===== src/rtl/dual_edge_alu_pipe.sv =====
// Two-stage ALU pipeline: stage 1 (a op1 b) on negedge, stage 2 (t op2 d / accumulate) on posedge,
// followed by PIPE posedge output registers. Define DUAL_EDGE_ALU_SINGLE_EDGE_EN to move stage 1 to posedge.
module dual_edge_alu_pipe #(
    parameter int WIDTH = 8,
    parameter int PIPE  = 0
) (
    input  logic             clk,
    input  logic             rst_n,
    input  logic             in_valid,
    input  logic [1:0]       op1,
    input  logic [1:0]       op2,
    input  logic [WIDTH-1:0] a,
    input  logic [WIDTH-1:0] b,
    input  logic [WIDTH-1:0] d,
    input  logic             acc_clr,
    output logic             out_valid,
    output logic [WIDTH-1:0] f,
    output logic             ovf
);

    logic [WIDTH:0]   s1_sum, s1_dif;
    logic [WIDTH-1:0] t_d;
    logic             t_ovf_d;

    logic [WIDTH-1:0] t_q, d_q;
    logic [1:0]       op2_q;
    logic             t_valid_q, t_ovf_q;

    always_comb begin
        s1_sum  = {1'b0, a} + {1'b0, b};
        s1_dif  = {1'b0, a} - {1'b0, b};
        t_d     = '0;
        t_ovf_d = 1'b0;
        case (op1)
            2'b00:   t_d = a | b;
            2'b01:   t_d = a & b;
            2'b10: begin
                t_d     = s1_sum[WIDTH-1:0];
                t_ovf_d = s1_sum[WIDTH];
            end
            default: begin
                t_d     = s1_dif[WIDTH-1:0];
                t_ovf_d = s1_dif[WIDTH];
            end
        endcase
    end

    // Stage 1 gives the posedge stage a half cycle of pre-computed t.
`ifdef DUAL_EDGE_ALU_SINGLE_EDGE_EN
    always_ff @(posedge clk) begin
`else
    always_ff @(negedge clk) begin
`endif
        if (!rst_n) begin
            t_q       <= '0;
            t_ovf_q   <= 1'b0;
            t_valid_q <= 1'b0;
            d_q       <= '0;
            op2_q     <= 2'b00;
        end else begin
            t_valid_q <= in_valid;
            if (in_valid) begin
                t_q     <= t_d;
                t_ovf_q <= t_ovf_d;
                d_q     <= d;
                op2_q   <= op2;
            end
        end
    end

    logic [WIDTH:0]   s2_sum, s2_dif, s2_acc;
    logic [WIDTH-1:0] acc_base, r_d, acc_d;
    logic             r_c_d, ovf_d;

    logic [WIDTH-1:0] acc_q;
    logic             ovf_q;
    logic [WIDTH-1:0] pipe_f_q [0:PIPE];
    logic [PIPE:0]    pipe_v_q;

    // acc_clr acts before a coincident accumulate, so the result is a fresh acc = t.
    always_comb begin
        acc_base = acc_clr ? '0 : acc_q;
        s2_sum   = {1'b0, t_q} + {1'b0, d_q};
        s2_dif   = {1'b0, t_q} - {1'b0, d_q};
        s2_acc   = {1'b0, acc_base} + {1'b0, t_q};
        r_d      = '0;
        r_c_d    = 1'b0;
        case (op2_q)
            2'b00:   r_d = t_q & d_q;
            2'b01: begin
                r_d   = s2_dif[WIDTH-1:0];
                r_c_d = s2_dif[WIDTH];
            end
            2'b10: begin
                r_d   = s2_sum[WIDTH-1:0];
                r_c_d = s2_sum[WIDTH];
            end
            default: begin
                r_d   = s2_acc[WIDTH-1:0];
                r_c_d = s2_acc[WIDTH];
            end
        endcase
        acc_d = acc_base;
        if (t_valid_q && (op2_q == 2'b11)) begin
            acc_d = r_d;
        end
        ovf_d = (acc_clr ? 1'b0 : ovf_q) | (t_valid_q & (t_ovf_q | r_c_d));
    end

    always_ff @(posedge clk) begin
        if (!rst_n) begin
            acc_q    <= '0;
            ovf_q    <= 1'b0;
            pipe_v_q <= '0;
            for (int i = 0; i <= PIPE; i++) begin
                pipe_f_q[i] <= '0;
            end
        end else begin
            acc_q       <= acc_d;
            ovf_q       <= ovf_d;
            pipe_v_q[0] <= t_valid_q;
            if (t_valid_q) begin
                pipe_f_q[0] <= r_d;
            end
            // Data only moves with its valid, so f holds between results.
            for (int i = 1; i <= PIPE; i++) begin
                pipe_v_q[i] <= pipe_v_q[i-1];
                if (pipe_v_q[i-1]) begin
                    pipe_f_q[i] <= pipe_f_q[i-1];
                end
            end
        end
    end

    assign f         = pipe_f_q[PIPE];
    assign out_valid = pipe_v_q[PIPE];
    assign ovf       = ovf_q;

endmodule

===== config.mk =====
export PLATFORM = sky130hd
export DESIGN_NAME = dual_edge_alu_pipe
export DESIGN_NICKNAME = d
export VERILOG_FILES = /design/src/rtl/dual_edge_alu_pipe.sv
export SDC_FILE = /design/constraint.sdc
export NUM_CORES = 1
export LEC_CHECK = 0
export ABC_AREA = 1
export CORE_MARGIN = 2
export CORE_UTILIZATION = 45
export DETAILED_ROUTE_END_ITERATION = 8
export PLACE_DENSITY_LB_ADDON = 0.05
export SYNTH_ARGS = -nofsm -noshare
export SYNTH_HDL_FRONTEND = slang
export SYNTH_SLANG_ARGS = --single-unit

===== constraint.sdc =====
create_clock -name clk -period 1.75 [get_ports clk]
set_clock_uncertainty 0.05 [all_clocks]
set_input_delay 0.35 -clock clk [delete_from_list [all_inputs] [get_ports clk]]
set_output_delay 0.35 -clock clk [all_outputs]
set_load 0.01 [all_outputs]

==> impl_metrics.env <==
export IMPL_outcome="finished with violations"
export IMPL_violations="negative setup slack"
export IMPL_drc=0
export IMPL_clock_latency_ns=0.39
export IMPL_viasPerCell=5.33
export IMPL_drt_pass1_iter_count=7
export IMPL_io_pins=42
export IMPL_antennaDiodeCount=0
export IMPL_vias=4512
export IMPL_antenna_found_initial=0
export IMPL_fillers=471
export IMPL_crit_chain="ha_4 > inv_2 > fa_2 > inv_2 > nand3_1 > nand2_2 > nand2_2 > nand3_1 > nand3_1 > nand3_2 > nand2_2 > buf_4 > a21oi_1"
export IMPL_synth_top_cell_area_share=0.165
export IMPL_rr_startpoint="t_q[0]$_SDFFE_NN0P_"
export IMPL_num_rows=32
export IMPL_worst_pin_slew_ns=0.437
export IMPL_cts_sinks=38
export IMPL_dr_first_iter_drc_count=230
export IMPL_multi_input_area_sq_um=3190
export IMPL_fin_tns_setup_ns=-21.47
export IMPL_layout_setup_ws_ns=-1.19
export IMPL_fp_dieW_um=93.9
export IMPL_syn_area_sq_um=3640
export IMPL_ff_latch_area_sq_um=876
export IMPL_area_growth_pct=76.6
export IMPL_post_synth_cell_area_avg_sq_um=6.60
export IMPL_dieArea_sq_um=8820
export IMPL_wirelength_um=13300
export IMPL_cts_tree="done"
export IMPL_layout_drive_gt1_share=0.486
export IMPL_fin_nets=829
export IMPL_netlist_instances=551
export IMPL_cts_made_buffers=5
export IMPL_finalMaxSlewViolations=0
export IMPL_place_congestion=0.931
export IMPL_placed_area_sq_um=5390
export IMPL_relSlewSlack=0.709
export IMPL_end_kind="flop"
export IMPL_wire_per_inst_um=15.7
export IMPL_slowest_delay_ns=0.39
export IMPL_finalNonFillerCells=847
export IMPL_hold_depth=2
export IMPL_seq_area_frac_synth=0.231
export IMPL_overflow=0
export IMPL_start_util=0.468
export IMPL_core_sq_um=7770
export IMPL_min_from="t_ovf_q$_SDFFE_NN0P_"
export IMPL_grt_max_degree=16
export IMPL_cp_data_required_time_ns=1.93
export IMPL_dieHeight_um=93.9
export IMPL_synthDistinctLibCells=36
export IMPL_r2r_cells=13
export IMPL_power_density_nw_per_um2=566
export IMPL_htreeDepth=2
export IMPL_setup_worst_path_class="flop to flop"
export IMPL_grt_pass1_wl_um=19800
export IMPL_final_core_util=0.827
export IMPL_place_port_buffers=41
export IMPL_holdWs_ns=0.440
export IMPL_synth_net_count=636
export IMPL_yosysTopAreaCell="dfxtp_1"
export IMPL_finalInstanceArea_sq_um=6420
export IMPL_timing_rr_end="acc_q[6]$_SDFF_PN0_"
export IMPL_vdd_drop_max_mv=0.345
export IMPL_rsz0062_at_grt="true"
export IMPL_clk_pin_slew_ns=0.08
export IMPL_finalHoldViolations=0
export IMPL_reg2reg_slack_ns=-1.19
export IMPL_path_max_fanout=4
export IMPL_crit_path_top_delay_cell="dfxtp_4"
export IMPL_holdPathEnd="t_ovf_q$_SDFFE_NN0P_"
export IMPL_synth_area_leaders="dfxtp_1 17%, ha_1 17%, nand2_1 12%"
export IMPL_p_leak_uw=0.00314
export IMPL_synth_seq_cells=38
export IMPL_cp_arrival_ns=3.13
export IMPL_antenna_left=0
export IMPL_drv_cap=0
export IMPL_yosysWarnings=0
export IMPL_setup_violations=26
export IMPL_cts_buffer_depth=2
export IMPL_place_inst=793
export IMPL_cts_root_buf="clkbuf_8"
export IMPL_ctsHoldBuffers=0
export IMPL_grt_use_total=0.283
export IMPL_min_path_type="flop to flop"
export IMPL_grt_pass1_vias=4427
export IMPL_cp_start_kind="flop"
export IMPL_hpwl_um=8830
==> area by class of cell <==
class,count,area share
multi-input combinational,395,0.496
clock inverter,23,0.0181
timing repair buffer,177,0.245
tap,102,0.0199
inverter,107,0.0740
clock buffer,5,0.0107
sequential,38,0.136
==> worst max-delay path by stage <==
stage                   startpoint                            to  slack (ns)
5_1_grt        t_q[0]$_SDFFE_NN0P_           acc_q[6]$_SDFF_PN0_       -1.27
3_5_place_dp                  a[0]           t_q[6]$_SDFFE_NN0P_       -1.57
4_1_cts        t_q[0]$_SDFFE_NN0P_  pipe_f_q[0][6]$_SDFFCE_PN0P_       -1.12
6_report       t_q[0]$_SDFFE_NN0P_           acc_q[6]$_SDFF_PN0_       -1.19
3_3_place_gp                  a[0]           t_q[6]$_SDFFE_NN0P_       -1.51
2_1_floorplan  t_q[0]$_SDFFE_NN0P_  pipe_f_q[0][6]$_SDFFCE_PN0P_       -0.92
==> synthesized netlist by cell type, drive strengths merged <==
library cell	instances
nand2	121
inv	108
a21oi	60
nand3	53
ha	48
nor2	40
dfxtp	30
o21ai	29
edfxtp	8
clkbuf	6
xor2	6
fa	5
nand4	5
buf	4
o22ai	4
or2	4
a211oi	3
a221oi	2
a31oi	2
nand3b	2
o211ai	2
o21a	2
o21bai	2
o221ai	2
a21boi	1
nor3	1
o31ai	1
==> flip-flops by register name (all words and copies together), names as in the netlist <==
| name | cells |
|---|---|
| t_ovf_q | 1 |
| pipe_f_q | 8 |
| d_q | 8 |
| out_valid | 1 |
| acc_q | 8 |
| ovf | 1 |
| t_valid_q | 1 |
| op2_q | 2 |
| t_q | 8 |
==> cells in the final DEF (no fill, tap or decap), types with 3 or more instances in the layout <==
| cell type | Yosys | final |
|---|---|---|
| nor2_4 | 1 | 5 |
| nor2_2 | 1 | 8 |
| edfxtp_1 | 8 | 8 |
| fa_2 | 0 | 5 |
| ha_1 | 48 | 21 |
| clkbuf_2 | 0 | 5 |
| nand3_1 | 53 | 29 |
| o21ai_0 | 27 | 13 |
| nand2_2 | 3 | 25 |
| clkdlybuf4s50_1 | 0 | 21 |
| inv_2 | 6 | 38 |
| ha_2 | 0 | 3 |
| nand3_4 | 0 | 6 |
| clkbuf_8 | 0 | 5 |
| dfxtp_1 | 30 | 14 |
| nand4_1 | 5 | 5 |
| dfxtp_2 | 0 | 10 |
| xor2_1 | 6 | 6 |
| nand2_1 | 118 | 88 |
| nand2_4 | 0 | 6 |
| buf_4 | 3 | 112 |
| buf_12 | 0 | 5 |
| inv_1 | 102 | 76 |
| clkdlybuf4s15_1 | 0 | 3 |
| a21oi_1 | 57 | 38 |
| a21oi_4 | 1 | 3 |
| dlygate4sd2_1 | 0 | 4 |
| a21oi_2 | 2 | 19 |
| buf_6 | 1 | 20 |
| dfxtp_4 | 0 | 6 |
| or2_1 | 3 | 3 |
| ha_4 | 0 | 24 |
| nand3_2 | 0 | 18 |
| nor2_1 | 38 | 27 |
| inv_4 | 0 | 7 |
| o22ai_1 | 4 | 3 |
| o21ai_1 | 2 | 12 |
==> per-layer routing <==
metal	routed length (um)	vias to the layer above	part of all wire	GRT usage
met2	7070	185	0.53	0.541
met4	635	0	0.048	0.143
li1	-	2185	-	-
met1	4920	2091	0.37	0.300
met3	662	51	0.050	0.0369
met5	0	-	0	0
==> cell families (layout without fill, tap and decap cells) <==
family,Yosys count,count (layout),synth area share
XOR/XNOR,6,6,0.0144
flip-flops,38,38,0.231
AO/OA/AOI/OAI,110,110,0.170
AND/OR/NAND/NOR,226,226,0.265
buffers and inverters,118,312,0.127
adder cells (fa/ha/maj),53,53,0.193
==> where the power goes <==
part / internal, uW / switching [uW] / total (uW)
Combinational: 810 / 868 / 1680
Clock: 480 / 469 / 950
Sequential: 951 / 55.5 / 1010
==> timing repair <==
item | in CTS | in global routing
buffers inserted | 15 | 12
pin swaps | 79 | 63
gates resized for setup | 178 | 73
setup endpoints to repair | 46 | 43
gates cloned | 2 | 1
==> critical path, delay by kind of cell, from the launching register on <==
| family | cells | cell delay (ns) |
|---|---|---|
| simple gates | 7 | 0.63 |
| fa+ha+maj | 2 | 0.47 |
| flops | 1 | 0.39 |
| buf+inv | 3 | 0.26 |
| compound gates | 1 | 0.12 |
==> metrics by stage <==
stage / power, uW / setup slack, ns
floorplan: 1820 / -0.924
global placement: 2340 / -1.51
detailed placement: 2370 / -1.57
CTS: 3390 / -1.12
global route: 3830 / -1.27
finish: 3630 / -1.19
Note: power is estimated with default switching activity, not from simulation.
